--- config.mk ---
export PLATFORM = sky130hd
export DESIGN_NAME = bonus_nibble_matcher
export DESIGN_NICKNAME = d
export VERILOG_FILES = /design/src/rtl/bonus_pkg.sv /design/src/rtl/bonus_rise_detect.sv /design/src/rtl/bonus_nibble_matcher.sv
export SDC_FILE = /design/constraint.sdc
export NUM_CORES = 1
export LEC_CHECK = 0
export CORE_ASPECT_RATIO = 0.5
export CORE_MARGIN = 2
export CORE_UTILIZATION = 46
export DETAILED_ROUTE_END_ITERATION = 6
export PLACE_DENSITY = 0.74
export SLEW_MARGIN = 20
export SYNTH_ARGS = -nofsm -noshare
export SYNTH_HDL_FRONTEND = slang
export SYNTH_SLANG_ARGS = --single-unit
--- constraint.sdc ---
create_clock -name clock -period 1.8 [get_ports clock]
set_clock_uncertainty 0.1 [all_clocks]
set_input_delay 0.45 -clock clock [delete_from_list [all_inputs] [get_ports clock]]
set_output_delay 0.45 -clock clock [all_outputs]
set_load 0.005 [all_outputs]
--- src/rtl/bonus_pkg.sv ---
// Shared widths and symbol types for the bonus nibble matcher.
package bonus_pkg;

  localparam int NIB_W = 4;
  localparam int DEPTH = 4;
  localparam int SUM_W = 8;

  typedef logic [NIB_W-1:0] nibble_t;
  typedef nibble_t key_t [DEPTH];

endpackage

--- src/rtl/bonus_rise_detect.sv ---
// Rising-edge detector for a level strobe; the previous-level register keeps
// tracking the input during reset so a level held across release is not an edge.
module bonus_rise_detect (
  input  logic clock,
  input  logic reset,
  input  logic level_i,
  output logic rise_o
);

  logic level_prev_q;

  always_ff @(posedge clock) begin
    if (reset) begin
      level_prev_q <= level_i;
    end else begin
      level_prev_q <= level_i;
    end
  end

  assign rise_o = level_i & ~level_prev_q;

endmodule

--- src/rtl/bonus_nibble_matcher.sv ---
// Sliding-window nibble matcher with a wrap-around running sum.
// Optional BONUS_CLEAR_ON_MATCH_EN: a match empties the window so overlaps are not reported.
module bonus_nibble_matcher #(
  parameter int NIB_W = bonus_pkg::NIB_W,
  parameter int DEPTH = bonus_pkg::DEPTH,
  parameter int SUM_W = bonus_pkg::SUM_W
) (
  input  logic                   clock,
  input  logic                   reset,
  input  logic [NIB_W*DEPTH-1:0] cypher,
  input  logic [NIB_W-1:0]       compared,
  input  logic                   read,
  output logic                   match,
  output logic [SUM_W-1:0]       sum
);

  localparam int FILL_W = $clog2(DEPTH + 1);
  localparam logic [FILL_W-1:0] FILL_FULL = FILL_W'(DEPTH);

  logic                   accept;
  logic [NIB_W*DEPTH-1:0] key_q;
  logic [NIB_W-1:0]       hist_q [DEPTH];
  logic [NIB_W-1:0]       hist_d [DEPTH];
  logic [FILL_W-1:0]      fill_q, fill_d;
  logic                   match_q, match_d;
  logic [SUM_W-1:0]       sum_q, sum_d;
  logic                   hit;

  bonus_rise_detect u_rise (
    .clock   (clock),
    .reset   (reset),
    .level_i (read),
    .rise_o  (accept)
  );

  // hist_q[0] is the oldest symbol and lines up with key_q[NIB_W-1:0].
  always_comb begin
    hist_d  = hist_q;
    fill_d  = fill_q;
    match_d = match_q;
    sum_d   = sum_q;
    hit     = 1'b0;
    if (accept) begin
      for (int i = 0; i < DEPTH - 1; i++) begin
        hist_d[i] = hist_q[i+1];
      end
      hist_d[DEPTH-1] = compared;
      fill_d = (fill_q == FILL_FULL) ? FILL_FULL : fill_q + FILL_W'(1);
      sum_d  = sum_q + SUM_W'(compared);
      hit    = (fill_d == FILL_FULL);
      for (int i = 0; i < DEPTH; i++) begin
        if (hist_d[i] != key_q[i*NIB_W +: NIB_W]) begin
          hit = 1'b0;
        end
      end
      match_d = hit;
`ifdef BONUS_CLEAR_ON_MATCH_EN
      if (hit) begin
        fill_d = '0;
        for (int i = 0; i < DEPTH; i++) begin
          hist_d[i] = '0;
        end
      end
`endif
    end
  end

  always_ff @(posedge clock) begin
    if (reset) begin
      key_q   <= cypher;
      fill_q  <= '0;
      match_q <= 1'b0;
      sum_q   <= '0;
      for (int i = 0; i < DEPTH; i++) begin
        hist_q[i] <= '0;
      end
    end else begin
      fill_q  <= fill_d;
      match_q <= match_d;
      sum_q   <= sum_d;
      hist_q  <= hist_d;
    end
  end

  assign match = match_q;
  assign sum   = sum_q;

endmodule

Word-level counts from Yosys, hierarchy flattened. Index checks and enable logic that the tools add are counted. Widths: inputs -> output; s select.

Flip-flop bits (word level): 41. Output and inout port bits: 9.

Add/sub/neg operators: 2. Equality and inequality tests: 6. Multiplexer cells: 5. Bitwise operators: 2.

Operators with widths (number): $ne 4x4->1 (4); $add 8x4->8 (1); $eq 3x3->1 const B (2); $mux 1 (4); $add 3x1->3 const B (1); $mux 3 (1); $and 1x1->1 (1); $not 1->1 (1).

Logic depth before layout (Yosys ltp).
Depth in word-level cells: 7. Gate-level depth with buffers: 6. Depth with buffers taken out: 6.

Modules after synthesis. Synthesis repeated with hierarchy kept, for this count alone.

Cells, all modules: 156. Area total of the unflattened synthesis: 1806.7 µm².

By module, submodules not included: bonus_nibble_matcher (times used 1, cells each 154, area an instance 1773.0 µm²); bonus_rise_detect (times used 1, cells each 2, area an instance 33.8 µm²).

Worst setup path before layout. Ideal clock, no wire load.

Path type: input-to-reg. Start: input port compared[0]. End: register sum_q[6] (netlist: sum[6]). Setup time: 132 ps. Data arrival time: 1541 ps. Required time: 1568 ps. Slack: 27 ps. Stages on the path: 6. Cells stage by stage: ha_1 > fa_1 > a21o_1 > a21oi_2 > or4_1 > a21oi_1.

Longest elaborated chain between the ends: 1.

RTL lines: start, declared (RTL line bonus_nibble_matcher.sv:11) `input logic [NIB_W-1:0] compared,`; $add 8x4->8 (RTL line bonus_nibble_matcher.sv:49) `sum_d = sum_q + SUM_W'(compared);`; end signal, assigned (RTL line bonus_nibble_matcher.sv:80) `sum_q <= sum_d;`; end, declared (RTL line bonus_nibble_matcher.sv:26) `logic [SUM_W-1:0] sum_q, sum_d;`.

No other way between the ends. A chain may end at the register's enable or synchronous reset.

Worst setup path after layout.
Start: register sum_q[3] (netlist: sum[3]). End: output port sum[3].

RTL lines: end, declared (RTL line bonus_nibble_matcher.sv:14) `output logic [SUM_W-1:0] sum`.

No word-level cell between the ends.

==> reports/results.txt <==
outcome -> finished, final reports clean
CP delay by family, top -> buffers and inverters
via count -> 1339
TritonCTS clock tree -> yes
initial core utilization -> 49.2%
mapped cell area -> 1740 um2
CTS sink count -> 41
max_slew headroom -> 72.5%
largest net degree at the start of global routing -> 22
DRC -> 0
CP Launch Type -> flop
WS Path Type -> reg -> out
hpwl dp -> 2.51 mm
maximum VDD drop -> 0.414 mV
fin crit period -> 1.74 ns
power per cell area -> 821 nW/um2
vias per cell -> 5.07
first-pass GRT wire length -> 5.57 mm
Ports -> 32
drt pass-1 iters -> 4
R2R depth -> 6
Tcrit/Tclk final -> 96.9%
num rows -> 15
Synth Warn # -> 0
WP buf/inv -> 1
Critical Path End Type -> output port
fmax -> 0.573 GHz
die footprint -> 4310 um2
1st-iter DRT viols -> 69
RSZ-0062 raised after global routing -> no
Leakage -> 0.886 nW
area delta synth->final -> 34.2%
Util after Layout -> 66.0%
Horiz. Die Dim -> 90.9 um
post-synthesis register bit count -> 41
htree depth -> 2
Hold Path Cell Cnt -> 2
Total GRT Usage -> 17.2%
Cells after Synth -> 165
final-stage net count -> 242
CP max stage cell -> clkdlybuf4s50_1
worst hold path type -> reg -> reg
grt total ovfl -> 0
clock root buffer -> clkbuf_8
max-cap viol count -> 0
CTS Buffer Depth -> 2
antenna violations before repair -> 0
final setup violation count -> 0
routed wire length -> 3.41 mm
crit path cell chain -> clkdlybuf4s50_1
worst-margin pin slew -> 0.402 ns
syn_nets -> 195
GPL Wtd Cong -> 0.757
Ant. Diodes -> 0
CTS Buf Count -> 5
post-synthesis sequential area ratio -> 56.5%
slowest stage delay, CP -> 0.53 ns
CORE AREA -> 3530 um2
Final Worst Setup Slack -> 0.0555 ns
Final Hold Viols -> 0
Die H -> 47.4 um
CP max FO -> 3
number of pins with negative max-slew slack in the final report -> 0
WP data arrival -> 1.19 ns
Clk pin slew, worst setup/hold paths -> 0.08 ns
worst path required time -> 1.25 ns
Port Buffers -> 31
WL/cell -> 12.9 um
share of layout cells above drive strength 1 -> 16.9%
critical path depth -> 1
Yosys cell types -> 29
syn avg cell area -> 10.5 um2
vias in the first global route -> 1259
CTS Hold Bufs -> 0
Setup WS pre-CTS -> -0.542 ns
post-route ant nets -> 0
clock latency on the worst-skew pair -> 0.29 ns
## worst reg2reg max path, stage by stage (launching register included)
cell and delay [ns]:
dfxtp_2 0.35, ha_2 0.19, fa_2 0.21, a21o_1 0.13
a21oi_2 0.07, or4_1 0.47, a21oi_1 0.14
## cell usage in the layout (no fill, tap or decap), types with 4 or more instances in the layout
cell / instances
nand2_1: 31
clkdlybuf4s50_1: 26
a21oi_1: 23
dfxtp_1: 20
buf_4: 17
edfxtp_1: 16
xor2_1: 15
clkbuf_8: 6
dfxtp_2: 5
o31ai_1: 4
nor4_1: 4
ha_1: 4
## flip-flops by register name, summed over array words and instances, names as in the netlist
| name | count |
|---|---|
| sum | 8 |
| fill_q | 3 |
| u_rise.level_prev_q | 1 |
| key_q | 16 |
| match | 1 |
| hist_q | 12 |
## layout make-up
cell class	count	area (um2)
fillers	298	1200
flip-flops and latches	41	987
multi-input cells	113	739
repair buffers	48	432
clock buffers	6	82.6
well taps	51	63.8
clock inverters	2	13.8
inverters	3	11.3
## synth_stat cells
cell type,count,share of area (%)
and2b_1,1,0.43
nor2_1,3,0.65
nor4_1,4,1.4
fa_1,1,1.2
nand4_1,1,0.36
nor2b_1,1,0.36
dfxtp_1,25,29
xor2_1,15,7.6
o21ai_0,2,0.58
a211oi_1,3,1.3
a2111oi_0,1,0.50
a21oi_2,1,0.50
o21ai_1,1,0.29
a21oi_1,23,6.6
edfxtp_1,16,28
ha_1,6,4.3
xnor2_1,3,1.5
or3_1,1,0.36
a21o_1,2,0.86
clkbuf_1,5,1.1
inv_1,3,0.65
nand3b_1,2,0.86
buf_2,3,0.86
a311oi_1,1,0.50
or4_1,3,1.3
o31ai_1,4,1.7
nand2_1,31,6.7
nand3_1,2,0.58
nand2b_1,1,0.36
## power by group
part,internal (W),switching (W)
clock network,0.000311,0.000325
registers,0.00101,0.0000271
logic,0.000131,0.000106
total,0.00145,0.000458
## stage by stage
stage               hold WS [ns]  TNS [ns]  cells  power, W  area [um2]
finish                     0.376         0    264   0.00191        2330
global route               0.406         0    264   0.00199        2330
CTS                        0.381         0    263   0.00192        2310
detailed placement         0.369     -3.10    255   0.00129        2200
global placement           0.357     -2.88    255   0.00128        2200
floorplan                  0.348         0    165   0.00116        1740
## cells by family after synthesis
kind of cell | share of synthesized area [%]
simple gates | 13.4
xor+xnor | 9.08
compound gates | 12.9
fa+ha+maj | 5.48
buf+inv | 2.60
flops | 56.5
## path summary, 6_finish.rpt
| kind | start | to | slack, ns |
|---|---|---|---|
| min | hist_q[10]$_SDFFE_PP0P_ | hist_q[10]$_SDFFE_PP0P_ | 0.38 |
| min reg2reg | hist_q[10]$_SDFFE_PP0P_ | hist_q[10]$_SDFFE_PP0P_ | 0.38 |
| max reg2reg | sum[0]$_SDFFE_PP0P_ | sum[6]$_SDFFE_PP0P_ | 0.08 |
| max | sum[3]$_SDFFE_PP0P_ | sum[3] | 0.06 |
## routing by layer
layer / routed length, um / GRT usage (%)
met1: 1640 / 22.0
met2: 1600 / 29.1
met3: 154 / 5.04
met4: 17 / 6.67
met5: 0 / 0
## timing repair
| item | CTS | global route |
|---|---|---|
| buffers inserted | 1 | 1 |
| gates resized for setup | 9 | 8 |
| endpoints found under the setup margin | 5 | 7 |
| pin swaps | 13 | 7 |
Note: power is estimated with default switching activity, not from simulation.
